### config.mk
export PLATFORM = sky130hd
export DESIGN_NAME = sequenciador_linha_param
export DESIGN_NICKNAME = d
export VERILOG_FILES = /design/src/rtl/sequenciador_linha_param.sv
export SDC_FILE = /design/constraint.sdc
export NUM_CORES = 1
export LEC_CHECK = 0
export ABC_AREA = 1
export ABC_CLOCK_PERIOD_IN_PS = 5200
export CAP_MARGIN = 0
export CORE_ASPECT_RATIO = 0.9
export CORE_UTILIZATION = 55
export CTS_CLUSTER_DIAMETER = 200
export DETAILED_ROUTE_END_ITERATION = 7
export PLACE_DENSITY = 0.79
export SKIP_LAST_GASP = 1
export SYNTH_ARGS = -nofsm -noshare
export SYNTH_HDL_FRONTEND = slang
export SYNTH_SLANG_ARGS = --single-unit
export TNS_END_PERCENT = 30
### constraint.sdc
create_clock -name clk -period 5.2 [get_ports clk]
set_clock_uncertainty 0.05 [all_clocks]
set_input_delay 1.56 -clock clk [delete_from_list [all_inputs] [get_ports clk]]
set_output_delay 1.56 -clock clk [all_outputs]
set_load 0.05 [all_outputs]
### src/rtl/sequenciador_linha_param.sv
// Master sequencer for the bottling line: moves one bottle through NUM_EST stations, handles rejects,
// watchdog and batch counters. Optional SEQ_AUTOREINICIO_EN restarts the next bottle straight away.
module sequenciador_linha_param #(
    parameter int NUM_EST   = 3,
    parameter int LOTE      = 12,
    parameter int CONT_W    = 7,
    parameter int TO_W      = 24,
    parameter int TO_CICLOS = 10_000_000
) (
    input  logic               clk,
    input  logic               reset,
    input  logic               start,
    input  logic               inibir,
    input  logic [NUM_EST:0]   sensor_pos,
    input  logic [NUM_EST-1:0] est_concluida,
    input  logic [NUM_EST-1:0] est_aprovada,
    output logic               motor,
    output logic [NUM_EST-1:0] cmd_est,
    output logic               descarte,
    output logic               inc_lote,
    output logic [CONT_W-1:0]  cont_garrafas,
    output logic [CONT_W-1:0]  cont_lotes,
    output logic               erro,
    output logic               ocupado
);
    localparam int                IDX_W     = $clog2(NUM_EST + 1);
    localparam logic [IDX_W-1:0]  IDX_SAIDA = IDX_W'(NUM_EST);
    localparam logic [TO_W-1:0]   WD_LIMITE = TO_W'(TO_CICLOS - 1);
    localparam logic [CONT_W-1:0] ULTIMA    = CONT_W'(LOTE - 1);
    localparam logic [CONT_W-1:0] LOTES_MAX = CONT_W'(99);
`ifdef SEQ_AUTOREINICIO_EN
    localparam bit AUTO_REINICIO = 1'b1;
`else
    localparam bit AUTO_REINICIO = 1'b0;
`endif

    typedef enum logic [2:0] {OCIOSO, MOVER, OPERAR, DESCARTAR, SAIDA, ERRO} estado_t;

    estado_t          estado;
    logic [IDX_W-1:0] idx;
    logic [TO_W-1:0]  wd;
    logic [NUM_EST:0] concluida_ext;
    logic [NUM_EST:0] aprovada_ext;
    logic             timeout;

    // Station vectors padded to NUM_EST+1 bits so idx indexes sensors and stations with one width.
    assign concluida_ext = {1'b0, est_concluida};
    assign aprovada_ext  = {1'b0, est_aprovada};
    // A paused move does not age the watchdog, so it cannot expire while frozen either.
    assign timeout = (wd == WD_LIMITE) && !(estado == MOVER && inibir);

    // NOTE: every register here is state, so all assignments are non-blocking.
    always_ff @(posedge clk) begin
        if (reset) begin
            estado        <= OCIOSO;
            idx           <= '0;
            wd            <= '0;
            motor         <= 1'b0;
            cmd_est       <= '0;
            descarte      <= 1'b0;
            inc_lote      <= 1'b0;
            cont_garrafas <= '0;
            cont_lotes    <= '0;
            erro          <= 1'b0;
            ocupado       <= 1'b0;
        end else begin
            descarte <= 1'b0;
            inc_lote <= 1'b0;
            unique case (estado)
                OCIOSO: begin
                    if (start && !inibir) begin
                        estado  <= MOVER;
                        idx     <= '0;
                        wd      <= '0;
                        motor   <= 1'b1;
                        ocupado <= 1'b1;
                    end
                end
                MOVER: begin
                    if (timeout) begin
                        estado <= ERRO;
                        erro   <= 1'b1;
                        motor  <= 1'b0;
                    end else if (sensor_pos[idx]) begin
                        motor <= 1'b0;
                        wd    <= '0;
                        if (idx == IDX_SAIDA) begin
                            estado <= SAIDA;
                        end else begin
                            estado  <= OPERAR;
                            cmd_est <= NUM_EST'(1) << idx;
                        end
                    end else begin
                        motor <= !inibir;
                        if (!inibir) wd <= wd + 1'b1;
                    end
                end
                OPERAR: begin
                    if (timeout) begin
                        estado  <= ERRO;
                        erro    <= 1'b1;
                        cmd_est <= '0;
                    end else if (concluida_ext[idx]) begin
                        cmd_est <= '0;
                        if (!aprovada_ext[idx]) begin
                            estado   <= DESCARTAR;
                            descarte <= 1'b1;
                        end else begin
                            estado <= MOVER;
                            idx    <= idx + 1'b1;
                            wd     <= '0;
                            motor  <= !inibir;
                        end
                    end else begin
                        wd <= wd + 1'b1;
                    end
                end
                DESCARTAR: begin
                    if (AUTO_REINICIO && !inibir) begin
                        estado <= MOVER;
                        idx    <= '0;
                        wd     <= '0;
                        motor  <= 1'b1;
                    end else begin
                        estado  <= OCIOSO;
                        ocupado <= 1'b0;
                    end
                end
                SAIDA: begin
                    if (cont_garrafas == ULTIMA) begin
                        cont_garrafas <= '0;
                        inc_lote      <= 1'b1;
                        if (cont_lotes != LOTES_MAX) cont_lotes <= cont_lotes + 1'b1;
                    end else begin
                        cont_garrafas <= cont_garrafas + 1'b1;
                    end
                    if (AUTO_REINICIO && !inibir) begin
                        estado <= MOVER;
                        idx    <= '0;
                        wd     <= '0;
                        motor  <= 1'b1;
                    end else begin
                        estado  <= OCIOSO;
                        ocupado <= 1'b0;
                    end
                end
                ERRO: begin
                    if (start) begin
                        estado  <= OCIOSO;
                        erro    <= 1'b0;
                        ocupado <= 1'b0;
                    end
                end
                default: estado <= OCIOSO;
            endcase
        end
    end
endmodule

Yosys cells after proc, flatten, opt, wreduce, memory -nomap -nowiden. Index checks and enable logic that the tools add are counted.

Logic and storage cells: 113. Input bits: 14. Register bits after elaboration: 51. Output and inout port bits: 22.

Reductions and logical operators: 23. $add $sub $neg: 4. Shifts and indexed selects: 1. Eq/ne operators: 22. Bitwise gates (word level): 3. Order comparisons: 1. Multiplexer cells: 48.

Operator list (number): 2-to-1 mux 24 bit (7); one-hot mux 24 bit (3 select lines) (1); 2-to-1 mux 3 bit (12); adder 24 x 1 -> 24 bit (second input constant) (1); equality test 24 bit (second input constant) (1); AND reduction 5 bit (3); adder 7 x 1 -> 7 bit (second input constant) (2); inequality test 2 bit (second input constant) (7); 2-to-1 mux 1 bit (13); one-hot mux 3 bit (4 select lines) (1); 2-to-1 mux 2 bit (5); AND reduction 3 bit (3); equality test 7 x 4 -> 1 bit (second input constant) (1); 2-to-1 mux 7 bit (1); inequality test 7 bit (second input constant) (1); binary-select mux 1 bit (select 2 bit) (3); equality test 3 x 2 -> 1 bit (second input constant) (2); equality test 3 bit (second input constant) (2); inequality test 3 x 2 -> 1 bit (second input constant) (2); inequality test 3 bit (second input constant) (2); one-hot mux 1 bit (3 select lines) (2); one-hot mux 3 bit (2 select lines) (1); AND reduction 6 bit (1); nonzero test 2 bit (3); other kinds (16) (25).

Longest topological paths before layout.
Depth after elaboration: 6. Depth in mapped cells: 12. Gate-level depth less buffers: 11.

Worst setup path after synthesis. Ideal clock, no wire load.

Path kind: in2reg. Start: in est_concluida[1]. End: reg wd[16]. Stages on the path: 11. Setup slack: 2.431 ns. Arrival: 2.596 ns. Cell sequence: inv_1 nand2_1 nand3_1 nand2_1 inv_2 nor2_2 nor2_4 nand2_2 buf_6 o21ai_4 nor2_1.

Cells in the longest elaborated chain, start to end: 5.

RTL lines: start: declaration (RTL line 15) `input logic [NUM_EST-1:0] est_concluida,`; binary-select mux 1 bit (select 2 bit) (*) (RTL line 103) `end else if (concluida_ext[idx]) begin`; 2-to-1 mux 1 bit (implied by the code) (*) (RTL line 103); 2-to-1 mux 24 bit (RTL line 103); 2-to-1 mux 24 bit (RTL line 99) `if (timeout) begin`; one-hot mux 24 bit (3 select lines) (RTL line 69) `unique case (estado)`; end signal: assignment (RTL line 95) `if (!inibir) wd <= wd + 1'b1;`; end signal: assignment (RTL line 115) `wd <= wd + 1'b1;`; end: declaration (RTL line 41) `logic [TO_W-1:0] wd;`.

Mark *: on every way between the ends. The rest lies on a longest branch, timed or not. The select of a mux whose other input is x is not followed. A chain may end at the register's enable or synchronous reset.

Final worst setup path.
Start: in sensor_pos[3]. End: reg wd[9].

Cells in the longest elaborated chain, start to end: 5.

RTL lines: start: declaration (RTL line 14) `input logic [NUM_EST:0] sensor_pos,`; binary-select mux 1 bit (select 2 bit) (*) (RTL line 84) `end else if (sensor_pos[idx]) begin`; 2-to-1 mux 1 bit (implied by the code) (*) (RTL line 84); 2-to-1 mux 24 bit (RTL line 84); 2-to-1 mux 24 bit (RTL line 80) `if (timeout) begin`; one-hot mux 24 bit (3 select lines) (RTL line 69).

Marked as above.

==> flow_summary.json <==
{
  "numPortBuffers": 35,
  "stdcell_count": 663,
  "relSlewSlack_pct": 58.5,
  "crit_fanout": 20,
  "antenna_found_initial": 0,
  "power_per_cell_area_mw_per_mm2": 212,
  "timing.fmax_mhz": 265,
  "syn_to_final_growth_pct": 13.7,
  "io_pins": 36,
  "placementRows": 27,
  "placedCellCount": 655,
  "setup_viol": 0,
  "critPathCaptureType": "register",
  "core_sq_mm": 0.00608,
  "place_congestion": 0.941,
  "path_common_cell": "nand2_1",
  "syn-cell-area_sq_mm": 0.00345,
  "cts_tree": "done",
  "ys_types": 38,
  "r2r-start": "idx[0]$_SDFFE_PP0P_",
  "timing.rr.end": "wd[9]$_SDFFE_PP0P_",
  "cpPeakStageDelay_ps": 450,
  "worst_path_max_delay_cell": "clkdlybuf4s50_1",
  "setup_slack_ps": 1420,
  "dieWidth_um": 85.5,
  "syn-instance-count": 560,
  "clock_latency_ps": 320,
  "irDropWorstVdd_v": 0.000164,
  "worstSetupEndpoint": "wd[9]$_SDFFE_PP0P_",
  "synth_seq_cells": 51,
  "drt_iter0_markers": 278,
  "grt_pass1_vias": 3153,
  "syn_area_per_cell_sq_um": 6.17,
  "cp-start-kind": "input pin",
  "worst-slew-pin-transition_ps": 616,
  "rr_worst_depth": 11,
  "dieHeight_um": 77.2,
  "cellLeakagePower_nw": 1.62,
  "root_buffer": "clkbuf_8",
  "rsz0062_at_grt": "false",
  "fin_crit_sh_pct": 72.7,
  "required_ps": 5400,
  "crit_start": "sensor_pos[3]",
  "cts_resized": 0,
  "postCtsSetupRepairBufs": 0,
  "routed_wl_um": 8720,
  "cts_hold_buf": 0,
  "dp_hpwl_um": 6520,
  "diodes": 0,
  "firstDrtPassIters": 5,
  "worst-r2r-setup-slack_ps": 2550,
  "hold_class": "register to register",
  "vias_per_cell": 5.59,
  "yosys_warnings": 0,
  "die_area_sq_mm": 0.00660,
  "final_common_cell": "nand2_1",
  "htreeDepth": 2,
  "layout_common_cells": "nand2_1 (149), nor2_1 (73), inv_1 (72)",
  "cap_violations": 0,
  "drive_gt1_share_pct": 6.09,
  "numCtsBuffers": 5,
  "grt.overflow.total": 0,
  "status": "completed",
  "seq_area_frac_synth_pct": 29.6,
  "pre_cts_slack_ps": 1120,
  "crit_type": "input pin to register",
  "syn_nets": 581,
  "initial_core_util_pct": 56.8,
  "nNetsFinal": 611,
  "num_vias": 3709,
  "period_minus_slack_ps": 3780,
  "hold_viol": 0,
  "cts_num_sinks": 51,
  "crit_chain": "clkdlybuf4s50_1, nand2_1, nand3_1, nand2_1, nand2_1, nand2_1, nor2_4, nand2_2, inv_2, nand2_1, a21oi_1",
  "ant_nets": 0,
  "worstPathArrival_ps": 3990,
  "track_usage_pct": 27.2,
  "drc": 0,
  "clock_path_buffers": 2,
  "wire_per_inst_um": 13.1,
  "path_clk_slew_ps": 100,
  "tns_ps": 0,
  "grt_first_pass_wirelength_um": 14500,
  "drv_slew": 0,
  "grt_max_degree": 27
}
## Yosys cell counts (all sizes together)
library cell / instances / share of area [%]
nor4: 1 / 0.18
o21ai: 17 / 2.8
nor3b: 2 / 0.43
dfxtp: 51 / 30
or2: 1 / 0.18
mux2i: 1 / 0.29
o21bai: 1 / 0.22
o31ai: 2 / 0.43
xnor2: 2 / 0.51
buf: 6 / 1.2
inv: 80 / 8.7
o21a: 2 / 0.43
nand2: 155 / 18
a31oi: 3 / 0.54
ha: 7 / 2.5
nand4: 47 / 8.9
xor2: 5 / 1.3
nand3: 48 / 7.5
o211ai: 1 / 0.22
clkbuf: 7 / 0.76
a21oi: 26 / 3.8
nor3: 16 / 2.8
nor2: 79 / 9.2
## stage by stage
stage	cell area [sq um]	util, %	hold WS (ps)	power (W)
2_1_floorplan	3450	-	432	0.000557
3_3_place_gp	3830	63.0	384	0.000594
3_5_place_dp	3830	63.0	384	0.000597
4_1_cts	3930	64.6	399	0.000834
5_1_grt	3930	64.6	410	0.000871
6_report	3930	64.6	397	0.000834
## routing by layer
layer	share of wire, %	vias to the layer above	track usage [%]	wire (um)
li1	-	1886	-	-
met1	47	1678	38.5	4090
met2	45	126	42.0	3880
met3	6.3	19	4.20	547
met4	2.3	0	9.50	197
met5	0	-	0	0
## sequential cells by signal, summed over array words and instances (netlist names)
name           flops
cmd_est            3
cont_garrafas      7
cont_lotes         7
descarte           1
erro               1
estado             3
idx                2
inc_lote           1
motor              1
ocupado            1
wd                24
## how the worst min path moves through the flow
| stage | cells after the start | slack, ps | end | start |
|---|---|---|---|---|
| floorplan | 2 | 430 | wd[5]$_SDFFE_PP0P_ | wd[5]$_SDFFE_PP0P_ |
| global placement | 2 | 380 | erro$_SDFFE_PP0P_ | erro$_SDFFE_PP0P_ |
| detailed placement | 2 | 380 | erro$_SDFFE_PP0P_ | erro$_SDFFE_PP0P_ |
| CTS | 2 | 400 | erro$_SDFFE_PP0P_ | erro$_SDFFE_PP0P_ |
| global route | 2 | 410 | erro$_SDFFE_PP0P_ | erro$_SDFFE_PP0P_ |
| finish | 2 | 400 | erro$_SDFFE_PP0P_ | erro$_SDFFE_PP0P_ |
## logic make-up after synthesis
| logic type | Yosys count | synth area share (%) |
|---|---|---|
| flip-flops | 51 | 29.6 |
| buffers and inverters | 93 | 10.7 |
| AO/OA/AOI/OAI | 52 | 8.41 |
| AND/OR/NAND/NOR | 349 | 46.7 |
| XOR/XNOR | 7 | 1.78 |
| adder cells (fa/ha/maj) | 7 | 2.54 |
| multiplexers | 1 | 0.290 |
## worst max-delay path: cells and delay by family
family / cells / cell delay [ps]
simple gates: 8 / 1530
compound gates: 1 / 130
buf+inv: 2 / 770
## report_power, final
| part | internal, W | total, W | leakage [nW] | switching [W] |
|---|---|---|---|---|
| Clock | 0.0000992 | 0.000243 | 0.0491 | 0.000144 |
| Sequential | 0.000404 | 0.000417 | 0.413 | 0.0000133 |
| Combinational | 0.0000528 | 0.000174 | 1.16 | 0.000121 |
## area by class of cell
type                       instances  area (sq um)
inverter                          80           300
tap                               72          90.1
fill                             589          2150
clock inverter                     3          26.3
timing repair buffer              36           358
multi-input combinational        416          2060
sequential                        51          1020
clock buffer                       5          68.8
Power figures use the tool's default switching activity.
